File: config.mk
export PLATFORM = sky130hd
export DESIGN_NAME = spi_cmd_framer
export DESIGN_NICKNAME = d
export VERILOG_FILES = /design/src/rtl/spi_pkg.sv /design/src/rtl/spi_byte_fifo_commit.sv /design/src/rtl/spi_cmd_framer.sv
export SDC_FILE = /design/constraint.sdc
export NUM_CORES = 1
export LEC_CHECK = 0
export BUFFER_PORTS_ARGS = -buffer_cell sky130_fd_sc_hd__buf_2
export CAP_MARGIN = 25
export CORE_MARGIN = 2
export CORE_UTILIZATION = 65
export CTS_CLUSTER_DIAMETER = 60
export CTS_CLUSTER_SIZE = 10
export DETAILED_ROUTE_END_ITERATION = 7
export HOLD_SLACK_MARGIN = 0.1
export PLACE_DENSITY_LB_ADDON = 0.05
export SYNTH_ARGS = -nofsm -noshare
export SYNTH_HDL_FRONTEND = slang
export SYNTH_SLANG_ARGS = --single-unit
File: constraint.sdc
create_clock -name sclk -period 7.2 [get_ports sclk]
set_clock_uncertainty 0.05 [all_clocks]
set_input_delay 0.72 -clock sclk [delete_from_list [all_inputs] [get_ports sclk]]
set_output_delay 0.72 -clock sclk [all_outputs]
set_load 0.02 [all_outputs]
File: src/rtl/spi_pkg.sv
// Shared types and constants for the SPI command framer and its byte FIFO.
package spi_pkg;

    localparam int unsigned BYTE_W = 8;

    typedef enum logic {
        IDLE = 1'b0,
        LOAD = 1'b1
    } state_t;

    function automatic int unsigned frame_len(input int unsigned addr_bytes,
                                              input int unsigned data_bytes);
        return addr_bytes + data_bytes;
    endfunction

endpackage

File: src/rtl/spi_byte_fifo_commit.sv
// Show-ahead byte FIFO with a separate commit pointer: only bytes below
// commit_ptr are visible to the reader, while free space counts every written byte.
module spi_byte_fifo_commit
    import spi_pkg::*;
#(
    parameter int unsigned DEPTH_LOG2 = 4
) (
    input  logic                sclk,
    input  logic                rst,
    input  logic                wr_en,
    input  logic [BYTE_W-1:0]   wr_byte,
    input  logic                commit,
    input  logic                rd_req,
    output logic [BYTE_W-1:0]   rd_byte,
    output logic                empty,
    output logic [DEPTH_LOG2:0] used,
    output logic [DEPTH_LOG2:0] free_next_c
);

    localparam int unsigned PW    = DEPTH_LOG2 + 1;
    localparam int unsigned DEPTH = 1 << DEPTH_LOG2;

    logic [BYTE_W-1:0] mem [DEPTH];

    logic [PW-1:0] wr_ptr_q, wr_ptr_d;
    logic [PW-1:0] commit_ptr_q, commit_ptr_d;
    logic [PW-1:0] rd_ptr_q, rd_ptr_d;
    logic          pop;

    // Commit publishes everything up to and including the byte written this edge.
    always_comb begin
        pop          = rd_req && (commit_ptr_q != rd_ptr_q);
        wr_ptr_d     = wr_ptr_q + PW'(wr_en);
        commit_ptr_d = commit ? wr_ptr_d : commit_ptr_q;
        rd_ptr_d     = rd_ptr_q + PW'(pop);
        free_next_c  = PW'(DEPTH) - (wr_ptr_d - rd_ptr_d);
    end

    always_ff @(posedge sclk or posedge rst) begin
        if (rst) begin
            wr_ptr_q     <= '0;
            commit_ptr_q <= '0;
            rd_ptr_q     <= '0;
        end else begin
            wr_ptr_q     <= wr_ptr_d;
            commit_ptr_q <= commit_ptr_d;
            rd_ptr_q     <= rd_ptr_d;
        end
    end

    always_ff @(posedge sclk) begin
        if (wr_en) begin
            mem[wr_ptr_q[DEPTH_LOG2-1:0]] <= wr_byte;
        end
    end

    assign rd_byte = mem[rd_ptr_q[DEPTH_LOG2-1:0]];
    assign empty   = (commit_ptr_q == rd_ptr_q);
    assign used    = commit_ptr_q - rd_ptr_q;

endmodule

File: src/rtl/spi_cmd_framer.sv
// Turns register read/write commands into {R/W+addr, data} byte frames and
// loads them into a commit-gated FIFO drained by the SPI master.
module spi_cmd_framer
    import spi_pkg::*;
#(
    parameter int unsigned ADDR_BYTES   = 1,
    parameter int unsigned DATA_BYTES   = 1,
    parameter int unsigned DEPTH_LOG2   = 4,
    parameter bit          READ_BIT_VAL = 1'b1
) (
    input  logic                    sclk,
    input  logic                    rst,
    input  logic                    cmd_valid,
    output logic                    cmd_ready,
    input  logic                    cmd_rw,
    input  logic [8*ADDR_BYTES-2:0] cmd_addr,
    input  logic [8*DATA_BYTES-1:0] cmd_data,
    output logic [BYTE_W-1:0]       out_data,
    output logic                    out_empty,
    input  logic                    out_rdreq,
    output logic [DEPTH_LOG2:0]     used,
    output logic                    overflow_err
);

    localparam int unsigned FRAME_LEN = frame_len(ADDR_BYTES, DATA_BYTES);
    localparam int unsigned SHW       = FRAME_LEN * BYTE_W;
    localparam int unsigned CNT_W     = $clog2(FRAME_LEN + 1);
    localparam int unsigned PW        = DEPTH_LOG2 + 1;
    localparam logic [7:0]  STALL_MAX = 8'hFF;

    state_t             state_q, state_d;
    logic [SHW-1:0]     shreg_q, shreg_d;
    logic [CNT_W-1:0]   byte_cnt_q, byte_cnt_d;
    logic               cmd_ready_q, cmd_ready_d;
    logic [7:0]         stall_cnt_q, stall_cnt_d;
    logic               overflow_q, overflow_d;

    logic [BYTE_W*ADDR_BYTES-1:0] header_c;
    logic [BYTE_W*DATA_BYTES-1:0] payload_c;
    logic                         rw_bit_c;
    logic                         stall_c;
    logic                         wr_en_c;
    logic                         commit_c;
    logic [PW-1:0]                free_next_c;

    always_comb begin
        rw_bit_c  = cmd_rw ? READ_BIT_VAL : ~READ_BIT_VAL;
        header_c  = {rw_bit_c, cmd_addr};
        payload_c = cmd_rw ? '0 : cmd_data;
    end

    // Frame FSM plus stall watchdog; cmd_ready is precomputed from next-cycle pointers.
    always_comb begin
        state_d     = state_q;
        shreg_d     = shreg_q;
        byte_cnt_d  = byte_cnt_q;
        wr_en_c     = 1'b0;
        commit_c    = 1'b0;
        stall_c     = cmd_valid && !cmd_ready_q;
        stall_cnt_d = '0;
        overflow_d  = overflow_q;

        case (state_q)
            IDLE: begin
                if (cmd_valid && cmd_ready_q) begin
                    shreg_d    = {header_c, payload_c};
                    byte_cnt_d = '0;
                    state_d    = LOAD;
                end
            end
            LOAD: begin
                wr_en_c    = 1'b1;
                shreg_d    = {shreg_q[SHW-BYTE_W-1:0], {BYTE_W{1'b0}}};
                byte_cnt_d = byte_cnt_q + CNT_W'(1);
                if (byte_cnt_q == CNT_W'(FRAME_LEN - 1)) begin
                    commit_c = 1'b1;
                    state_d  = IDLE;
                end
            end
            default: state_d = IDLE;
        endcase

        if (stall_c) begin
            stall_cnt_d = (stall_cnt_q == STALL_MAX) ? STALL_MAX : stall_cnt_q + 8'd1;
            if (stall_cnt_q == STALL_MAX) begin
                overflow_d = 1'b1;
            end
        end

        cmd_ready_d = (state_d == IDLE) && (free_next_c >= PW'(FRAME_LEN));
    end

    always_ff @(posedge sclk or posedge rst) begin
        if (rst) begin
            state_q     <= IDLE;
            shreg_q     <= '0;
            byte_cnt_q  <= '0;
            cmd_ready_q <= 1'b0;
            stall_cnt_q <= '0;
            overflow_q  <= 1'b0;
        end else begin
            state_q     <= state_d;
            shreg_q     <= shreg_d;
            byte_cnt_q  <= byte_cnt_d;
            cmd_ready_q <= cmd_ready_d;
            stall_cnt_q <= stall_cnt_d;
            overflow_q  <= overflow_d;
        end
    end

    spi_byte_fifo_commit #(
        .DEPTH_LOG2 (DEPTH_LOG2)
    ) u_fifo (
        .sclk        (sclk),
        .rst         (rst),
        .wr_en       (wr_en_c),
        .wr_byte     (shreg_q[SHW-1 -: BYTE_W]),
        .commit      (commit_c),
        .rd_req      (out_rdreq),
        .rd_byte     (out_data),
        .empty       (out_empty),
        .used        (used),
        .free_next_c (free_next_c)
    );

    assign cmd_ready    = cmd_ready_q;
    assign overflow_err = overflow_q;

endmodule

Word-level counts from Yosys, hierarchy flattened
Memories as Yosys holds them, arrays and structs flattened.
Index checks and enable logic that the tools add are counted.
W data, S select, Z words.
- flip-flop bits (word level): 44
- memory bits (writable): 128
- bits of input ports: 20
- output and inout port bits: 16
- word-level logic and storage cells: 47
- memories kept: 1
- add/subtract/negate cells: 7
- order comparisons: 1
- eq/ne operators: 5
- muxes and demuxes: 16
- bitwise gates (word level): 2
- reduce and logical (&&, ||, !) cells: 6
- memory list (memory ; words ; width ; read ports ; clocked after Yosys merged registers in ; wr ports ; line ; text):
    u_fifo.mem ; 16 ; 8 ; 1 ; 0 ; 1 ; spi_byte_fifo_commit.sv:23 ; logic [BYTE_W-1:0] mem [DEPTH];
- operators with widths (kind ; count):
    $pmux W16 S2 ; 1
    $mux W8 ; 3
    $mux W16 ; 1
    $add A5 B1 Y5 ; 2
    $sub A5 B5 Y5 ; 2
    $add A8 B1 Y8 const B ; 1
    $eq A8 B8 Y1 const B ; 1
    $mux W1 ; 8
    $eq A5 B5 Y1 ; 1
    $ge A5 B2 Y1 const B ; 1
    $ne A5 B5 Y1 ; 1
    $sub A5 B5 Y5 const A ; 1
    $logic_and A1 B1 Y1 ; 4
    $pmux W2 S2 ; 1
    $add A2 B1 Y2 const B ; 1
    $eq A2 B1 Y1 const B ; 1
    $mux W2 ; 1
    $ne A2 B2 Y1 const B ; 1
    $not A1 Y1 ; 2
    $pmux W1 S2 ; 1
    $reduce_and A2 Y1 ; 1
    $logic_not A1 Y1 ; 1

Longest topological paths before layout
Gate-level depths: netlist of run 1.
- depth in word-level cells: 7
- mapped depth: 16
- mapped depth without buffers: 15

Hierarchy
Synthesis of run 1 repeated with hierarchy kept, for this count alone.
- cells, all modules: 440
- area, all modules: 7247.0 um2
- by module, submodules not included (module ; instances ; cells each ; area each (um2) ; sequential area each (um2)):
    spi_byte_fifo_commit ; 1 ; 312 ; 5914.4 ; 4219.0
    spi_cmd_framer ; 1 ; 128 ; 1332.5 ; 725.7

Worst setup path before layout of run 1
OpenSTA, ideal clock, no wires.
- path kind: flip-flop to flip-flop
- start: register u_fifo.rd_ptr_q[3]
- end: register cmd_ready_q, in the netlist cmd_ready
- setup time: 0.127 ns
- data arrival time: 3.384 ns
- slack: 3.639 ns
- stages on the path, launching flop included: 17
- buffers on the path: 1
- period minus slack after synthesis: 3.561 ns
- cell sequence: dfrtp_1 > buf_2 > clkinv_1 > ha_1 > nand4_1 > nor2_1 > nor2b_1 > ha_1 > ha_1 > xor2_1 > ha_1 > ha_1 > a21o_1 > a21oi_1 > xnor2_1 > xnor2_1 > a21oi_1
- cells in the longest elaborated chain, start to end: 7
- ends and longest elaborated chain (item ; line ; text):
    from (decl) ; spi_byte_fifo_commit.sv:27 ; logic [PW-1:0] rd_ptr_q, rd_ptr_d;
    from (signal assigned) ; spi_byte_fifo_commit.sv:47 ; rd_ptr_q <= rd_ptr_d;
    $ne A5 B5 Y1 ; spi_byte_fifo_commit.sv:32 ; pop = rd_req && (commit_ptr_q != rd_ptr_q);
    $logic_and A1 B1 Y1 ; spi_byte_fifo_commit.sv:32 ;
    $add A5 B1 Y5 ; spi_byte_fifo_commit.sv:35 ; rd_ptr_d = rd_ptr_q + PW'(pop);
    via u_fifo.rd_ptr_d[2] ; spi_byte_fifo_commit.sv:27 ;
    $sub A5 B5 Y5 (2 in a row) ; spi_byte_fifo_commit.sv:36 ; free_next_c = PW'(DEPTH) - (wr_ptr_d - rd_ptr_d);
    $ge A5 B2 Y1 ; spi_cmd_framer.sv:90 ; cmd_ready_d = (state_d == IDLE) && (free_next_c >= PW'(FRAME_LEN));
    $logic_and A1 B1 Y1 ; spi_cmd_framer.sv:90 ;
    via cmd_ready_d ; spi_cmd_framer.sv:34 ; logic cmd_ready_q, cmd_ready_d;
    to (signal assigned) ; spi_cmd_framer.sv:105 ; cmd_ready_q <= cmd_ready_d;
    to (decl) ; spi_cmd_framer.sv:34 ;
The timed path passes the listed nets, and every way through them passes these cells.
A chain may end at the register's enable or synchronous reset.

Final worst setup path of run 1
- start: register u_fifo.rd_ptr_q[1]
- end: register cmd_ready_q, in the netlist cmd_ready
- cells in the longest elaborated chain, start to end: 7
- ends and longest elaborated chain (item ; line):
    $ne A5 B5 Y1 ; spi_byte_fifo_commit.sv:32
    $logic_and A1 B1 Y1 ; spi_byte_fifo_commit.sv:32
    $add A5 B1 Y5 * ; spi_byte_fifo_commit.sv:35
    via u_fifo.rd_ptr_d[2] ; spi_byte_fifo_commit.sv:27
    $sub A5 B5 Y5 * (2 in a row) ; spi_byte_fifo_commit.sv:36
    $ge A5 B2 Y1 * ; spi_cmd_framer.sv:90
    $logic_and A1 B1 Y1 * ; spi_cmd_framer.sv:90
    via cmd_ready_d ; spi_cmd_framer.sv:34
The timed path passes the listed nets; every way through them passes the cells marked *.

==> impl_metrics.py, run 1 <==
metrics = {
    "place": {
        "port_buffers": 35,
        "dp_slack_ps": 3320,
        "place_hpwl_mm": 8.68,
        "globalplace.congestion": 0.830,
        "placed_cell_area_sq_mm": 0.00746,
    },
    "timing": {
        "slew_viol_final": 0,
        "relSlewSlack_pct": 34.6,
        "worst_slack_ps": 3280,
        "rsz0062_at_grt": "false",
        "tns_ps": 0,
        "hold_viol_final": 0,
        "post-route-period-util_pct": 54.5,
        "period_needed_ps": 3920,
        "tightestPinTransition_ps": 979,
        "maxClockFrequency_ghz": 0.255,
        "setup_viol": 0,
    },
    "synth": {
        "synth_top_family_by_area": "multiplexers",
        "syn_area_per_cell_sq_um": 15.5,
        "yosys_warnings": 0,
        "synth.area.mux_share_pct": 11.3,
        "ys_seq_elements": 172,
        "synthAdderAreaFrac_pct": 3.50,
        "syn-num-nets": 504,
        "postSynthCellCount": 465,
        "synth-xor-area-share_pct": 2.06,
        "synthesis.area_sq_mm": 0.00722,
        "yosysSeqAreaShare_pct": 68.5,
        "ys_types": 38,
        "yosys.area_share.simple_pct": 5.96,
        "synth_compound_area_share_pct": 5.88,
    },
    "setup_path": {
        "r2r_end": "cmd_ready$_DFF_PP0_",
        "reg2reg_depth": 15,
        "worstReg2RegStart": "u_fifo.rd_ptr_q[1]$_DFF_PP0_",
        "worstPathRequired_ps": 7550,
        "crit_chain": "inv_1 > ha_1 > nand4_1 > nor2_1 > nor2b_1 > ha_1 > ha_1 > xor2_1 > ha_1 > ha_1 > a21o_1 > a21oi_1 > xnor2_1 > xnor2_1 > a21oi_1",
        "crit_type": "flop to flop",
        "cp.arrival_ps": 4270,
        "startpoint_type": "flop",
        "critPathCaptureType": "flop",
        "slowest_delay_ps": 910,
        "slowest_stage": "dfrtp_1",
        "regToRegSetupSlack_ps": 3280,
        "critPathMaxFanout": 20,
        "critPathMostFrequentCell": "ha_1",
    },
    "clock_tree": {
        "numClockSinks": 172,
        "htree_levels": 4,
        "cts-buffers-inserted": 17,
        "clock-root-buffer": "clkbuf_8",
        "postCtsHoldBufs": 0,
        "cts_resized": 0,
        "cts_setup_buffers": 0,
        "clkTransAtPathRegs_ps": 60,
        "insertion_delay_ps": 520,
        "cts_tree": "built",
        "clk_path_buf_depth": 2,
    },
    "floorplan": {
        "die-area_sq_mm": 0.0120,
        "die_x_um": 109,
        "io_pins": 36,
        "core_area_sq_mm": 0.0108,
        "num_rows": 38,
        "initial_core_util_pct": 66.6,
        "die_y_um": 109,
    },
    "drt": {
        "via_per_inst": 6.13,
        "vias": 4020,
        "drt_first_iter_violations": 316,
        "wl_per_cell_um": 20.8,
        "ant_nets": 0,
        "remaining_drc_errors": 0,
        "drt-pass1-iter-count": 5,
        "wirelength_mm": 13.6,
    },
    "global_route": {
        "grt_pass1_vias": 4114,
        "grt_max_degree": 50,
        "grt_use_total_pct": 25.1,
        "antenna_found_initial": 0,
        "grt_overflow_total": 0,
        "grt_pass1_wl_mm": 21.7,
    },
    "final_layout": {
        "finalCoreUtilization_pct": 74.4,
        "drive_gt1_share_pct": 17.8,
        "final_nets": 542,
        "final_area_sq_mm": 0.00806,
        "area_growth_pct": 11.7,
        "antenna_cells": 0,
    },
    "flow_run": {
        "maxCapViolCount": 0,
    },
    "power": {
        "leakagePower_nw": 3.13,
        "peakVddDrop_mv": 0.259,
        "p_per_area_mw_per_mm2": 478,
    },
    "min_path": {
        "hp-class": "input pin to async pin",
    },
    "status": {
        "status": "completed",
    },
}
-- flip-flops by register name (all words and copies together) (netlist names), 2 cells and up --
name / flops
u_fifo.rd_ptr_q: 5
u_fifo.commit_ptr_q: 5
stall_cnt_q: 8
shreg_q: 16
u_fifo.mem: 128
u_fifo.wr_ptr_q: 5
byte_cnt_q: 2
-- cells by family (layout without fill, tap and decap cells) --
logic type	Yosys count	after routing
muxes	61	61
buffers and inverters	40	91
xor gates and xnor gates	17	17
AOI/OAI and AO/OA	66	66
adders and majority gates	19	19
and+or+nand+nor	90	90
DFF	172	172
-- per-stage QoR --
stage	total power [mW]	instances	hold slack, ps
after floorplan	2.57	465	400
after global placement	2.89	620	397
after detailed placement	2.97	623	397
after CTS	3.87	655	276
after global routing	4.07	656	310
final	3.85	656	267
-- cells in the mapped netlist, drive strengths merged --
master	instances	area [sq um]
nor2b	1	6.26
and3	2	12.5
nor2	26	103
nand3	9	45.0
a21o	3	22.5
nand4	1	6.26
ha	17	213
edfxtp	128	3840
nor3	6	30.0
a221oi	16	140
a22oi	7	52.6
nand2b	4	25.0
clkinv	1	3.75
dfrtp	44	1100
clkbuf	10	41.3
a31oi	1	6.26
xnor2	9	78.8
o21ai	25	125
mux2	1	11.3
or3b	1	8.76
o21a	1	7.51
or3	1	6.26
xor2	8	70.1
nand2	28	105
a21oi	12	60.1
buf	12	93.8
mux4	16	360
nand3b	2	15.0
a221o	1	10.0
inv	17	63.8
nor3b	9	67.6
mux2i	44	440
fa	2	40.0
-- worst max path at each step --
stage / to / slack [ps] / cells past startpoint / start
final: cmd_ready$_DFF_PP0_ / 3280 / 15 / u_fifo.rd_ptr_q[1]$_DFF_PP0_
after global placement: cmd_ready$_DFF_PP0_ / 3430 / 15 / u_fifo.rd_ptr_q[1]$_DFF_PP0_
after global routing: cmd_ready$_DFF_PP0_ / 3050 / 15 / u_fifo.rd_ptr_q[1]$_DFF_PP0_
after CTS: cmd_ready$_DFF_PP0_ / 3240 / 15 / u_fifo.rd_ptr_q[1]$_DFF_PP0_
after floorplan: cmd_ready$_DFF_PP0_ / 3640 / 16 / u_fifo.rd_ptr_q[3]$_DFF_PP0_
after detailed placement: cmd_ready$_DFF_PP0_ / 3320 / 15 / u_fifo.rd_ptr_q[1]$_DFF_PP0_
-- layout by cell type (no fill, tap or decap), types with 3 or more instances in the layout --
cell type	netlist	layout
edfxtp_1	128	128
mux2i_1	44	44
dfrtp_1	44	43
buf_2	6	38
nand2_1	28	28
o21ai_0	25	25
nor2_1	24	24
ha_1	17	17
clkbuf_16	0	17
inv_1	17	16
a221oi_1	16	16
mux4_2	16	16
a21oi_1	12	12
nor3b_1	9	9
xnor2_1	9	9
nand3_1	9	9
xor2_1	8	8
a22oi_1	7	7
nor3_1	6	6
clkbuf_8	0	6
nand2b_1	4	4
clkinv_1	1	3
a21o_1	3	3
-- routing by layer --
metal	up-vias	routed length, um	global-route usage, %
met5	-	0	0
met4	0	216	8.41
met3	17	780	5.75
met2	158	6800	40.8
met1	2012	5830	34.0
li1	1833	-	-
-- critical path, delay by kind of cell (launching register included) --
family | cells | cell delay [ps]
simple gates | 3 | 300
xor+xnor | 3 | 490
fa+ha+maj | 5 | 1460
compound gates | 3 | 440
buf+inv | 1 | 170
flops | 1 | 910
-- report_power, final --
part	internal (mW)	total [mW]	switching, mW
combinational	0.562	1.35	0.786
sequential	1.35	1.61	0.263
clock	0.527	0.888	0.361
total	2.44	3.85	1.41
-- cell type report --
cell class	instances	area [sq um]
clock buffer	24	512
tap	140	175
fill	661	2780
timing repair buffer	41	213
clock inverter	8	78.8
inverter	18	67.6
multi-input combinational	253	2070
sequential	172	4950
(Power assumes the default switching activity.)
==> inputs of run 2 (changes only) <==
ABC_AREA = 1   (was not set)
CORE_UTILIZATION = 61   (was 65)
clock period = 3.85 ns   (was 7.2 ns; I/O delays follow)
==> run 2 against run 1 <==
  * Critical path depth unchanged
  * First-iteration DRC count increased by 48%
  * Critical path type unchanged
  * Highest routed layer unchanged
  * Sequential power is 75% higher
  * Design area increased by 2.1%
==> impl_metrics.py, run 2 <==
metrics = {
    "timing": {
        "tns_ps": 0,
        "maxClockFrequency_ghz": 0.289,
        "relSlewSlack_pct": 40.3,
        "period_needed_ps": 3460,
        "hold_viol_final": 0,
        "rsz0062_at_grt": "false",
        "setup_viol": 0,
        "slew_viol_final": 0,
        "holdWs_ps": 169,
        "post-route-period-util_pct": 90.0,
        "tightestPinTransition_ps": 893,
    },
    "synth": {
        "async_flop_share_pct": 25.6,
        "synth_common_cells": "128 x edfxtp_1, 90 x nand2_1, 90 x nor2_1",
        "syn_area_per_cell_sq_um": 11.4,
        "syn-num-nets": 683,
        "postSynthCellCount": 644,
        "yosysSeqAreaShare_pct": 67.1,
        "synth_area_leaders": "edfxtp_1 52%, dfrtp_1 15%, o211ai_1 5.4%",
        "ys_seq_elements": 172,
        "synthesis.area_sq_mm": 0.00737,
        "synth.top_cell.area_share_pct": 52.1,
        "ys_types": 30,
        "synthFlopType": "edfxtp_1",
        "synth_most_common_cell": "edfxtp_1",
        "synth_top_area_cell": "edfxtp_1",
        "synth_edf_count": 128,
        "yosys_warnings": 0,
    },
    "min_path": {
        "min-delay-start": "cmd_addr[4]",
        "hp-class": "input pin to flop",
        "hold_depth": 3,
        "hold_end": "shreg_q[12]$_DFFE_PP0P_",
    },
    "place": {
        "placed_cell_area_sq_mm": 0.00765,
        "port_buffers": 35,
        "place_hpwl_mm": 9.94,
        "globalplace.congestion": 0.848,
    },
    "final_layout": {
        "final_common_cell": "edfxtp_1",
        "final_nets": 717,
        "drive_gt1_share_pct": 10.3,
        "largest_register_ffs": 128,
        "antenna_cells": 0,
        "final_area_sq_mm": 0.00823,
        "layout_common_cells": "128 x edfxtp_1, 90 x nand2_1, 90 x nor2_1",
        "area_growth_pct": 11.6,
    },
    "flow_run": {
        "maxCapViolCount": 0,
    },
    "clock_tree": {
        "insertion_delay_ps": 430,
        "htree_levels": 4,
        "clk_path_buf_depth": 2,
        "cts_tree": "built",
        "numClockSinks": 172,
        "cts_resized": 0,
        "clkTransAtPathRegs_ps": 60,
        "clock-root-buffer": "clkbuf_16",
        "cts-buffers-inserted": 17,
    },
    "setup_path": {
        "reg2reg_depth": 15,
        "worstPathRequired_ps": 4120,
        "crit_type": "flop to flop",
        "startpoint_type": "flop",
        "critPathMostFrequentCell": "ha_1",
        "slowest_delay_ps": 440,
        "regToRegSetupSlack_ps": 390,
        "crit_chain": "inv_1 > ha_1 > nand2_1 > nor3_2 > nor2_1 > ha_1 > ha_1 > ha_1 > ha_1 > fa_1 > nor3_1 > a21boi_0 > nand3_1 > nand2_1 > inv_1",
        "critPathMaxFanout": 6,
        "cp_top_family": "adder cells",
        "cp.arrival_ps": 3740,
        "worstReg2RegStart": "u_fifo.rd_ptr_q[2]$_DFF_PP0_",
        "critPathBufInv": 2,
        "slowest_stage": "dfrtp_1",
        "r2r_end": "cmd_ready$_DFF_PP0_",
        "critPathCaptureType": "flop",
    },
    "floorplan": {
        "die-area_sq_mm": 0.0130,
        "num_rows": 40,
        "core_area_sq_mm": 0.0119,
        "die_x_um": 114,
        "die_y_um": 114,
        "io_pins": 36,
        "initial_core_util_pct": 61.9,
    },
    "drt": {
        "vias": 4934,
        "drt_first_iter_violations": 468,
        "remaining_drc_errors": 0,
        "drt-pass1-iter-count": 5,
        "wl_per_cell_um": 18.7,
        "via_per_inst": 5.89,
        "ant_nets": 0,
        "wirelength_mm": 15.6,
    },
    "global_route": {
        "grt_overflow_total": 0,
        "grt_max_degree": 55,
        "grt_pass1_wl_mm": 25.2,
        "antenna_found_initial": 0,
        "grt_pass1_vias": 4865,
        "grt_use_total_pct": 26.1,
    },
    "status": {
        "status": "completed",
    },
    "power": {
        "leakagePower_nw": 3.22,
        "peakVddDrop_mv": 0.881,
        "p_per_area_mw_per_mm2": 891,
        "p_total_mw": 7.33,
    },
}
[run 2: layout make-up]
class                      instances  area (sq um)
multi-input combinational        386          2060
inverter                          59           221
clock buffer                      26           489
timing repair buffer              42           243
fill                             890          3680
sequential                       172          4940
tap                              147           184
clock inverter                     6          85.1
[run 2: power by group]
group / total, mW / switching, mW / internal, mW
Clock: 1.66 / 0.655 / 1.00
Combinational: 2.86 / 1.94 / 0.923
Sequential: 2.81 / 0.321 / 2.49
Total: 7.33 / 2.92 / 4.42
[run 2: tightest hold or removal path: stages]
cell and delay, ps:
buf_2 80, nand3_1 70, nand3_1 70
[run 2: metrics by stage]
stage	std cells	worst slack, ps	util (%)
detailed placement	805	398	64.2
CTS	838	360	69.1
floorplan	644	179	-
finish	838	386	69.1
global route	838	70.6	69.1
global placement	805	514	64.2
[run 2: timing repair]
item                                    in CTS  in global routing
hold buffers                                 1                  0
endpoints found under the hold margin       44                  0
endpoints found under the setup margin       0                  0
buffers inserted                             0                  0
[run 2: cells by family after synthesis]
group / Yosys count / synth area share (%)
and+or+nand+nor: 211 / 11.4
DFF: 172 / 67.1
AOI/OAI and AO/OA: 146 / 12.0
buffers and inverters: 86 / 5.01
adders and majority gates: 19 / 3.43
xor gates and xnor gates: 10 / 1.19
[run 2: worst max path at each step]
stage / start / end / slack (ps) / cells after the start
floorplan: u_fifo.rd_ptr_q[2]$_DFF_PP0_ / cmd_ready$_DFF_PP0_ / 180 / 16
global placement: u_fifo.rd_ptr_q[2]$_DFF_PP0_ / cmd_ready$_DFF_PP0_ / 510 / 15
detailed placement: u_fifo.rd_ptr_q[2]$_DFF_PP0_ / cmd_ready$_DFF_PP0_ / 400 / 15
CTS: u_fifo.rd_ptr_q[2]$_DFF_PP0_ / cmd_ready$_DFF_PP0_ / 360 / 15
global route: u_fifo.rd_ptr_q[2]$_DFF_PP0_ / cmd_ready$_DFF_PP0_ / 70 / 15
finish: u_fifo.rd_ptr_q[2]$_DFF_PP0_ / cmd_ready$_DFF_PP0_ / 390 / 15
[run 2: layer usage]
metal | share of wire, % | GRT usage, % | up-vias
li1 | - | - | 2343
met1 | 43 | 35.8 | 2390
met2 | 48 | 41.1 | 163
met3 | 5.3 | 4.84 | 38
met4 | 3.2 | 12.0 | 0
met5 | 0 | 0 | -
